===== src/rtl/csa_accumulator.sv =====
// ---------------------------------------------------------------------------
// csa_accumulator
//
// Multi-operand accumulator feeding a WIDTH-bit final carry-propagate adder.
// Operands arrive one per cycle over a valid/ready handshake and are folded
// into a redundant carry-save pair (S, C) by a row of 3:2 compressors.
// When a group closes, S and C are presented on out_a/out_b so the
// downstream adder resolves the carries.
//
// The group closes when the operand carries in_last, or when the operand
// count reaches MAX_OPS.
//
// Subtraction is done as ~X + 1. The "+1" is free because the shifted carry
// vector always has an empty bit 0, and in_sub is placed there.
//
// Ports:
//   clk        in   rising-edge clock
//   rst_n      in   asynchronous active-low reset
//   in_valid   in   operand valid
//   in_ready   out  block can accept an operand (low in DONE and in reset)
//   in_data    in   operand X
//   in_sub     in   subtract X instead of adding it
//   in_last    in   X is the final operand of its group
//   out_valid  out  S/C pair valid (DONE state)
//   out_ready  in   downstream accepts the result
//   out_a      out  sum vector S   -> adder a
//   out_b      out  carry vector C -> adder b
//   out_cin    out  adder carry-in, constant 0
//   out_count  out  number of operands in the presented group
// ---------------------------------------------------------------------------
module csa_accumulator #(
    parameter int WIDTH   = 32,
    parameter int MAX_OPS = 16,
    parameter int CNT_W   = $clog2(MAX_OPS + 1)
) (
    input  logic             clk,
    input  logic             rst_n,
    input  logic             in_valid,
    output logic             in_ready,
    input  logic [WIDTH-1:0] in_data,
    input  logic             in_sub,
    input  logic             in_last,
    output logic             out_valid,
    input  logic             out_ready,
    output logic [WIDTH-1:0] out_a,
    output logic [WIDTH-1:0] out_b,
    output logic             out_cin,
    output logic [CNT_W-1:0] out_count
);

    typedef enum logic [1:0] {
        ST_IDLE = 2'd0,
        ST_ACC  = 2'd1,
        ST_DONE = 2'd2
    } state_t;

    state_t           state_q, state_d;
    logic [WIDTH-1:0] s_q, s_d;
    logic [WIDTH-1:0] c_q, c_d;
    logic [CNT_W-1:0] count_q, count_d;

    // -----------------------------------------------------------------------
    // Operand conditioning and 3:2 compression, one cell per bit.
    // -----------------------------------------------------------------------
    logic [WIDTH-1:0] x_cond;      // X' = in_sub ? ~X : X
    logic [WIDTH-1:0] csa_sum;     // S ^ C ^ X'
    logic [WIDTH-1:0] csa_maj;     // majority(S, C, X'), before the shift
    logic [WIDTH-1:0] csa_carry;   // majority shifted up, in_sub in bit 0

    genvar gi;
    generate
        for (gi = 0; gi < WIDTH; gi++) begin : g_csa
            assign x_cond[gi]  = in_data[gi] ^ in_sub;
            assign csa_sum[gi] = s_q[gi] ^ c_q[gi] ^ x_cond[gi];
            assign csa_maj[gi] = (s_q[gi] & c_q[gi])
                               | (s_q[gi] & x_cond[gi])
                               | (c_q[gi] & x_cond[gi]);
        end
        // The MSB majority bit falls off the top: arithmetic is mod 2^WIDTH.
        for (gi = 1; gi < WIDTH; gi++) begin : g_shift
            assign csa_carry[gi] = csa_maj[gi-1];
        end
    endgenerate

    assign csa_carry[0] = in_sub;

    // -----------------------------------------------------------------------
    // Handshake decode. in_ready is gated by rst_n so upstream never sees a
    // ready while the block is held in reset.
    // -----------------------------------------------------------------------
    logic             can_accept;
    logic             accept;
    logic             first_op;
    logic [CNT_W-1:0] count_inc;
    logic             close_grp;

    assign can_accept = (state_q != ST_DONE);
    assign accept     = in_valid && can_accept;
    assign first_op   = (state_q == ST_IDLE);
    assign count_inc  = first_op ? CNT_W'(1) : (count_q + CNT_W'(1));
    // Reaching MAX_OPS and in_last together produce one and the same close.
    assign close_grp  = in_last || (count_inc == CNT_W'(MAX_OPS));

    // -----------------------------------------------------------------------
    // Next-state and datapath update.
    // -----------------------------------------------------------------------
    always_comb begin
        state_d = state_q;
        s_d     = s_q;
        c_d     = c_q;
        count_d = count_q;

        case (state_q)
            ST_IDLE, ST_ACC: begin
                if (accept) begin
                    if (first_op) begin
                        // Start a fresh group: nothing to compress against.
                        s_d = x_cond;
                        c_d = {{(WIDTH-1){1'b0}}, in_sub};
                    end else begin
                        s_d = csa_sum;
                        c_d = csa_carry;
                    end
                    count_d = count_inc;
                    state_d = close_grp ? ST_DONE : ST_ACC;
                end
            end
            ST_DONE: begin
                // S, C and count stay put so the result can be re-read
                // until the next group's first accept overwrites them.
                if (out_ready) begin
                    state_d = ST_IDLE;
                end
            end
            default: begin
                state_d = ST_IDLE;
            end
        endcase
    end

    always_ff @(posedge clk or negedge rst_n) begin
        if (!rst_n) begin
            state_q <= ST_IDLE;
            s_q     <= '0;
            c_q     <= '0;
            count_q <= '0;
        end else begin
            state_q <= state_d;
            s_q     <= s_d;
            c_q     <= c_d;
            count_q <= count_d;
        end
    end

    // -----------------------------------------------------------------------
    // Outputs: registers or state decode only, no path from in_* to out_*.
    // -----------------------------------------------------------------------
    assign in_ready  = rst_n && can_accept;
    assign out_valid = (state_q == ST_DONE);
    assign out_a     = s_q;
    assign out_b     = c_q;
    assign out_cin   = 1'b0;
    assign out_count = count_q;

endmodule


===== config.mk =====
export PLATFORM = sky130hd
export DESIGN_NAME = csa_accumulator
export DESIGN_NICKNAME = d
export VERILOG_FILES = /design/src/rtl/csa_accumulator.sv
export SDC_FILE = /design/constraint.sdc
export NUM_CORES = 1
export LEC_CHECK = 0
export ABC_AREA = 1
export CAP_MARGIN = 20
export CORE_MARGIN = 2
export CORE_UTILIZATION = 53
export DETAILED_ROUTE_END_ITERATION = 8
export HOLD_SLACK_MARGIN = 0.12
export PLACE_DENSITY = 0.85
export SLEW_MARGIN = 15
export SYNTH_ARGS = -nofsm -noshare
export SYNTH_HDL_FRONTEND = slang
export SYNTH_SLANG_ARGS = --single-unit

===== constraint.sdc =====
create_clock -name clk -period 2.4 [get_ports clk]
set_input_delay 0.72 -clock clk [delete_from_list [all_inputs] [get_ports clk]]
set_output_delay 0.72 -clock clk [all_outputs]
set_load 0.03 [all_outputs]

Word level (Yosys, flattened, before mapping)

Cells that the tools add are included.

Flip-flop bits (word level): 71
Latch bits: 0
Memory bits (writable): 0
Memory bits (read-only): 0
Input bits: 38
Output and inout bits: 72
Logic and storage cells: 276
Memories kept: 0

$add $sub $neg: 1
$mul: 0
Div/mod/pow operators: 0
$lt $le $gt $ge: 0
Eq/ne operators: 6
Shift operators: 0
Multiplexer cells: 7
Bitwise gates (word level): 251
Reduce and logical (&&, ||, !) cells: 7

Operators by type and width:

| cell                | count |
|---|---|
| $xor 1x1->1         | 96 |
| $and 1x1->1         | 93 |
| $mux 32             | 2 |
| $or 1x1->1          | 62 |
| $mux 2              | 3 |
| $add 5x1->5 const B | 1 |
| $eq 5x5->1 const B  | 1 |
| $mux 5              | 1 |
| $ne 2x2->1 const B  | 2 |
| $pmux 2 s2          | 1 |
| $reduce_and 2->1    | 2 |
| $eq 2x1->1 const B  | 1 |
| $eq 2x2->1 const B  | 1 |
| $logic_and 1x1->1   | 2 |
| $logic_not 2->1     | 1 |
| $ne 2x1->1 const B  | 1 |
| $reduce_or 2->1     | 1 |
| $logic_or 1x1->1    | 1 |

Logic depth before layout (Yosys ltp)

Depth in word-level cells: 7
Depth in mapped cells: 10
Gate-level depth less buffers: 10

Worst setup path after synthesis

OpenSTA, ideal clock, no wires.

Path type: register -> output
From: register state_q[0]
To: output in_ready
Data arrival time: 1259 ps
Setup slack: 421 ps
Stages on the path, launching flop included: 4
Path buffers: 1
Cells stage by stage: dfrtp_1 -> buf_6 -> nor2_1 -> nor2_1

Longest elaborated chain between the ends: 2

RTL lines:

| element                | RTL line | text |
|---|---|---|
| start, declared        | 57       | `state_t state_q, state_d;` |
| start signal, assigned | 148      | `state_q <= state_d;` |
| $ne 2x2->1             | 97       | `assign can_accept = (state_q != ST_DONE);` |
| $logic_and 1x1->1      | 158      | `assign in_ready = rst_n && can_accept;` |
| end, declared          | 39       | `output logic in_ready,` |

No other way between the ends.

Final worst setup path

From: register s_q[26] (netlist: out_a[26])
To: output out_a[26]

RTL lines:

| element                | RTL line | text |
|---|---|---|
| start, declared        | 58       | `logic [WIDTH-1:0] s_q, s_d;` |
| start signal, assigned | 144      | `s_q <= '0;` |
| start signal, assigned | 149      | `s_q <= s_d;` |
| end, declared          | 45       | `output logic [WIDTH-1:0] out_a,` |

No word-level cell between the ends.

==> flow_summary.json <==
{
  "outcome": "finished clean",
  "yosysWarnings": 0,
  "fin_crit_ns": 2.21,
  "post_cts_buffers": 0,
  "final_util_pct": 70.7,
  "layoutNonFillerInstCount": 674,
  "cts_root_buf": "clkbuf_8",
  "groute.usage.overall_pct": 24.5,
  "routedWlPerCell_um": 15.1,
  "critPathLaunchType": "flip-flop",
  "grt_max_degree": 72,
  "coreArea_um2": 7770,
  "die_h_um": 93.8,
  "dp_slack_ns": 0.128,
  "grt_first_pass_wirelength_um": 16900,
  "synth_nets": 541,
  "crit_required_ns": 1.68,
  "syn_inst": 471,
  "fin_tns_setup_ns": 0,
  "hold_violations": 0,
  "end_kind": "output pin",
  "dpl.hpwl_um": 6920,
  "drv_cap": 0,
  "netlist_area_um2": 4270,
  "path_cells": "clkdlybuf4s50_1",
  "netlist-cell-type-count": 26,
  "port_buffers": 108,
  "die_w_um": 93.8,
  "n_antenna_cell": 0,
  "wl_um": 10200,
  "drive_gt1_share_pct": 5.77,
  "skew_ns": 0.00879,
  "avgSynthCellArea_um2": 9.07,
  "postPlaceCellArea_um2": 5300,
  "cts_sinks": 71,
  "rsz0062_at_grt": "no",
  "p_per_area_nw_per_um2": 914,
  "ant_nets": 0,
  "ys_ff_latch": 71,
  "clock_path_buffers": 2,
  "cts_buffers": 9,
  "design_area_um2": 5490,
  "critical_path.top_delay_family": "buffers and inverters",
  "vias": 3511,
  "power.total_mw": 5.02,
  "drv_slew": 0,
  "synth.top_cell.area_share_pct": 41.6,
  "ir_worst_vdd_v": 0.000499,
  "place.gp.congestion": 0.769,
  "path_class": "flip-flop to output pin",
  "die_area_um2": 8800,
  "finalNetCount": 637,
  "worstHoldPathType": "flip-flop to flip-flop",
  "first_pass_iters": 4,
  "power.leakage_nw": 2.44,
  "worstPathMaxFanout": 3,
  "clk_pin_slew_worst_paths_ns": 0.08,
  "grt-ovfl-total": 0,
  "setup_viol": 0,
  "htree_num_levels": 3,
  "antenna_found_initial": 0,
  "cpMaxStageDelayCell": "clkdlybuf4s50_1",
  "seq_area_frac_synth_pct": 41.6,
  "path_buf_inv": 1,
  "rows": 32,
  "start_util_pct": 55.0,
  "hold_slack_ns": 0.552,
  "slew_headroom_pct": 38.8,
  "cp.arrival_ns": 1.49,
  "tightest_slew_ns": 0.918,
  "fmax_mhz": 453,
  "fin_ws_ns": 0.190,
  "viasPerCell": 5.21,
  "drt-initial-drc-count": 199,
  "cts_tree": "yes",
  "route.detailed.drc": 0,
  "synth_area_leader_cell": "dfrtp_1",
  "clk_latency_ns": 0.34,
  "post-route-period-util_pct": 92.1,
  "area_delta_synth_final_pct": 28.5,
  "dp_cells": 658,
  "critPathMaxStageDelay_ns": 0.73,
  "ioPinCount": 110,
  "grt_pass1_vias": 3649,
  "synthTopCellsByArea": "dfrtp_1 42%, fa_1 15%, nand2_1 9.7%, o21ai_0 8.0%, xnor2_1 6.4%"
}
## layer usage
layer / wire [um] / part of all wire (%) / vias to the layer above / global-route usage [%]
met4: 168 / 1.7 / 0 / 8.57
met1: 4280 / 42 / 1724 / 32.1
li1: - / - / 1659 / -
met5: 0 / 0 / - / 0
met2: 5200 / 51 / 112 / 41.4
met3: 524 / 5.1 / 16 / 4.09
## placed cells by master (no fill, tap or decap)
cell | netlist | routed
a21oi_1 | 1 | 1
buf_12 | 3 | 2
buf_2 | 14 | 1
buf_4 | 1 | 7
clkbuf_1 | 0 | 1
clkbuf_8 | 0 | 13
clkdlybuf4s50_1 | 0 | 104
clkinv_2 | 0 | 1
clkinvlp_4 | 0 | 1
conb_1 | 1 | 1
dfrtp_1 | 71 | 71
dlymetal6s2s_1 | 0 | 1
fa_1 | 31 | 31
ha_1 | 1 | 1
inv_1 | 40 | 40
inv_2 | 2 | 2
inv_6 | 1 | 1
nand2_1 | 111 | 111
nand2_2 | 1 | 1
nand2_4 | 1 | 1
nand2_8 | 1 | 1
nand3_1 | 6 | 6
nand4_1 | 2 | 2
nor2_1 | 35 | 35
nor2_2 | 1 | 1
o21ai_0 | 68 | 68
o21ai_1 | 33 | 33
or2_2 | 1 | 1
xnor2_1 | 31 | 31
xor2_1 | 2 | 2
## area by class of cell
class                   instances  area (um^2)
fillers                       586         2270
multi-input cells             327         2080
flip-flops and latches         71         1780
repair buffers                115         1150
clock buffers                  14          183
inverters                      43          166
well taps                     102          128
clock inverters                 2         12.5
## path summary, 6_finish.rpt
kind | depth (start not counted) | endpoint | startpoint | slack (ns)
max | 1 | out_a[26] | out_a[26] | 0.19
min | 2 | out_b[31] | out_b[31] | 0.55
max reg2reg | 8 | state_q[0] | state_q[0] | 0.65
min reg2reg | 2 | out_b[31] | out_b[31] | 0.55
max in group asynchronous | 2 | out_b[16] | rst_n | 1.18
min in group asynchronous | 2 | out_a[31] | rst_n | 0.58
## kinds of logic after synthesis
family / after synthesis / synth area share [%]
compound gates: 102 / 11.9
xor+xnor: 33 / 6.76
flops: 71 / 41.6
fa+ha+maj: 32 / 14.8
other cells: 1 / 0.0877
buf+inv: 73 / 9.84
simple gates: 159 / 15.0
## report_power, final
part	switching [mW]	total (mW)	internal (mW)	leakage (nW)
clock network	0.443	0.931	0.488	0.0987
registers	0.358	1.84	1.48	0.906
logic	1.31	2.24	0.933	1.43
## flip-flops by register name, summed over array words and instances (netlist names)
register / count
out_b: 32
out_a: 32
state_q: 2
out_count: 5
## cells in the mapped netlist
cell type and number:
or2_2 1, o21ai_0 68, nand3_1 6, o21ai_1 33, buf_12 3, nand2_4 1, buf_6 9, fa_1 31
a21oi_1 1, buf_4 1, clkbuf_2 3, xor2_1 2, ha_1 1, nand2_1 111, buf_2 14, nand4_1 2
nand2_2 1, inv_6 1, dfrtp_1 71, nand2_8 1, inv_2 2, nor2_2 1, conb_1 1, nor2_1 35
xnor2_1 31, inv_1 40
## what timing repair did
action                     4_1_cts  5_1_grt
hold buffers                     0        0
setup endpoints to repair        0        1
resized for setup                0        1
(Power assumes the default switching activity.)
==> edit, RTL diff (config.mk and constraints unchanged) <==
Encoding of `state_t`: now one-hot (3 bits for 3 states).
--- a/src/rtl/csa_accumulator.sv
+++ b/src/rtl/csa_accumulator.sv
@@ -48,10 +48,10 @@
     output logic [CNT_W-1:0] out_count
 );
 
-    typedef enum logic [1:0] {
-        ST_IDLE = 2'd0,
-        ST_ACC  = 2'd1,
-        ST_DONE = 2'd2
+    typedef enum logic [2:0] {
+        ST_IDLE = 3'b001,
+        ST_ACC  = 3'b010,
+        ST_DONE = 3'b100
     } state_t;
 
     state_t           state_q, state_d;
Behaviour: no difference found for any inputs over 4 cycles, from zero or initial values and one cycle with rst_n low; so few cycles prove little.
==> edit against the original RTL <==
Area after synthesis decreased by 1.9%. Count of clock-buffer cells in the layout decreased by 4. Largest cell class unchanged. Wire length decreased by 2.0%. Final area increased by 1.7%. Via count decreased by 2.1%. Sequential cell count increased by 1. Register-to-register slack improved by 0.12 ns. Setup slack got worse by 0.0045 ns.
Power is not compared: it rests on default switching activity, and its combinational part moved more than twofold at a synthesized area within 25%.
==> edit: results (changes against the original RTL) <==
| Metric | Value |
|---|---|
| Status | complete, no violations |
| Clock Skew | 0.00741 ns (-0.00138 ns) |
| Switching share of power | 0.468 |
| Max IR drop VDD | 0.777 mV |
| WP data arrival | 1.49 ns (about the same) |
| Largest net degree at the start of global routing | 73 (+1.4%) |
| CTS buffer count | 9 (unchanged) |
| R2R Path Start | state_q[0]$_DFFE_PN1P_ |
| Area contributors post-synth | dfrtp_1, fa_1, nand2_1 |
| Yosys cell types | 24 (-7.7%) |
| Initial antenna violation count | 0 (unchanged) |
| Final Wtd Congestion | 0.769 (about the same) |
| Share of layout cells above drive strength 1 | 0.0683 (+0.0107) |
| Met3 usage | 0.0545 (+0.0136) |
| # fillers | 590 (+0.68%) |
| Crit path launch | out_count[2]$_DFFE_PN0P_ |
| Min-delay worst type | register to register |
| Sequential area share after synthesis | 0.430 (+0.0142) |
| Met2 Resource Use GR | 0.425 (+0.0114) |
| DRT Wirelength | 9.98 mm (-2.0%) |
| Dominant synthesized flop cell | dfrtp_1 |
| Final Max Slew Viols | 0 (unchanged) |
| Antenna Cells | 0 (unchanged) |
| Cell family with most CP delay | buffers and inverters |
| Synth warn | 0 (unchanged) |
| Syn_nets | 520 (-3.9%) |
| Root buffer cell | clkbuf_8 |
| Worst rel slew slack | 0.393 (+0.00504) |
| Max Root-Sink Buffers | 2 (unchanged) |
| Worst R2R Path Depth | 9 (+1) |
| Fraction of registers with async set/reset | 1.00 (unchanged) |
| Total setup buffers inserted after CTS | 0 (unchanged) |
| Clock-pin slew on the worst setup and hold paths | 0.07 ns |
| Vias in the first global route | 3667 (+0.49%) |
| Avg Cell Area, Syn | 9.32 sq um (+2.7%) |
| Synth top cells by count | nand2_1, dfrtp_1, nand3_1, o21ai_0, xor2_1 |
| # nets final | 622 (-2.4%) |
| Vias per cell | 5.23 (+0.33%) |
| LEAKAGE | 2.45 nW |
| R2r endpoint | out_a[15]$_DFFE_PN0P_ |
| Post-DP HPWL | 6.86 mm (-0.83%) |
| Met1 Use GR | 0.328 (+0.00783) |
| IO buf count | 108 (unchanged) |
| Crit-path slowest cell | clkdlybuf4s50_1 |
| Antenna viol nets, final | 0 (unchanged) |
| Total GRT Usage | 0.254 (+0.00951) |
| H-tree Lvls | 3 (unchanged) |
| Crit-path max FO | 7 (+4) |
| Pre-antenna DRT Iters | 4 (unchanged) |
| First-pass GRT wire length | 17.4 mm (+2.9%) |
| CP Capture Point | out_count[2] |
| Worst skew pair latency | 0.34 ns (about the same) |
| Non-filler cells, final | 658 (-2.4%) |
| Setup slack, reg-to-reg | 0.77 ns (+0.12 ns) |
| Drt first-iter violations | 171 (-14%) |
| Max stage delay on crit path | 0.71 ns (-0.02 ns) |
| Placed insts | 643 (-2.3%) |
-- edit: cell count changes in the layout (fill, tap and decap cells not counted), sizes merged, moves of 2 or more --
cell,unedited run,this run
nand3,6,39
o31ai,0,2
clkbuf,14,10
nand2,114,151
o21a,0,31
inv,43,16
buf,10,15
o21ai,101,36
xor2,2,34
xnor2,31,0
bufinv,0,3
nor2,36,6
-- edit: kinds of logic after synthesis --
| kind of cell | synth area share |
|---|---|
| simple gates | 0.192 |
| flops | 0.430 |
| compound gates | 0.103 |
| buf+inv | 0.0528 |
| xor+xnor | 0.0710 |
| fa+ha+maj | 0.151 |
| other cells | 0.000894 |
-- edit: per-stage QoR --
step / cell area (sq um) / total power, W / worst slack [ns]
finish: 5590 / 0.00819 / 0.186
global route: 5590 / 0.00888 / 0.134
CTS: 5590 / 0.00826 / 0.165
detailed placement: 5350 / 0.00705 / 0.0530
global placement: 5350 / 0.00684 / 0.152
floorplan: 4190 / 0.00531 / 0.345
-- edit: area by class of cell --
class | instances | share of cell area
repair buffers | 120 | 0.212
well taps | 102 | 0.0228
clock inverters | 5 | 0.0188
inverters | 16 | 0.0107
flip-flops and latches | 72 | 0.323
multi-input cells | 333 | 0.388
clock buffers | 10 | 0.0246
-- edit: worst min-delay path by stage --
stage / startpoint / cells after the start / to / slack (ns)
after floorplan: rst_n / 0 / out_a[0]$_DFFE_PN0P_ / 0.42
after global placement: out_a[31]$_DFFE_PN0P_ / 2 / out_a[31]$_DFFE_PN0P_ / 0.51
after detailed placement: out_b[4]$_DFFE_PN0P_ / 2 / out_b[4]$_DFFE_PN0P_ / 0.53
after CTS: out_b[4]$_DFFE_PN0P_ / 2 / out_b[4]$_DFFE_PN0P_ / 0.55
after global routing: state_q[0]$_DFFE_PN1P_ / 2 / state_q[0]$_DFFE_PN1P_ / 0.57
final: out_b[4]$_DFFE_PN0P_ / 2 / out_b[4]$_DFFE_PN0P_ / 0.55
-- edit: power groups by stage --
stage	registers, W	logic (W)	clock network (W)
4_1_cts	0.00230	0.00476	0.00119
3_3_place_gp	0.00229	0.00455	0
3_5_place_dp	0.00231	0.00473	0
5_1_grt	0.00240	0.00525	0.00123
6_report	0.00230	0.00471	0.00118
2_1_floorplan	0.00315	0.00215	0
-- edit: layer usage --
metal	wire [um]	part of all wire
met5	0	0
met4	182	0.018
met3	592	0.059
met2	5090	0.51
met1	4110	0.41
-- edit: what timing repair did --
item,CTS,global route
setup endpoints to repair,1,0
resized for setup,1,0
hold endpoints to repair,0,0
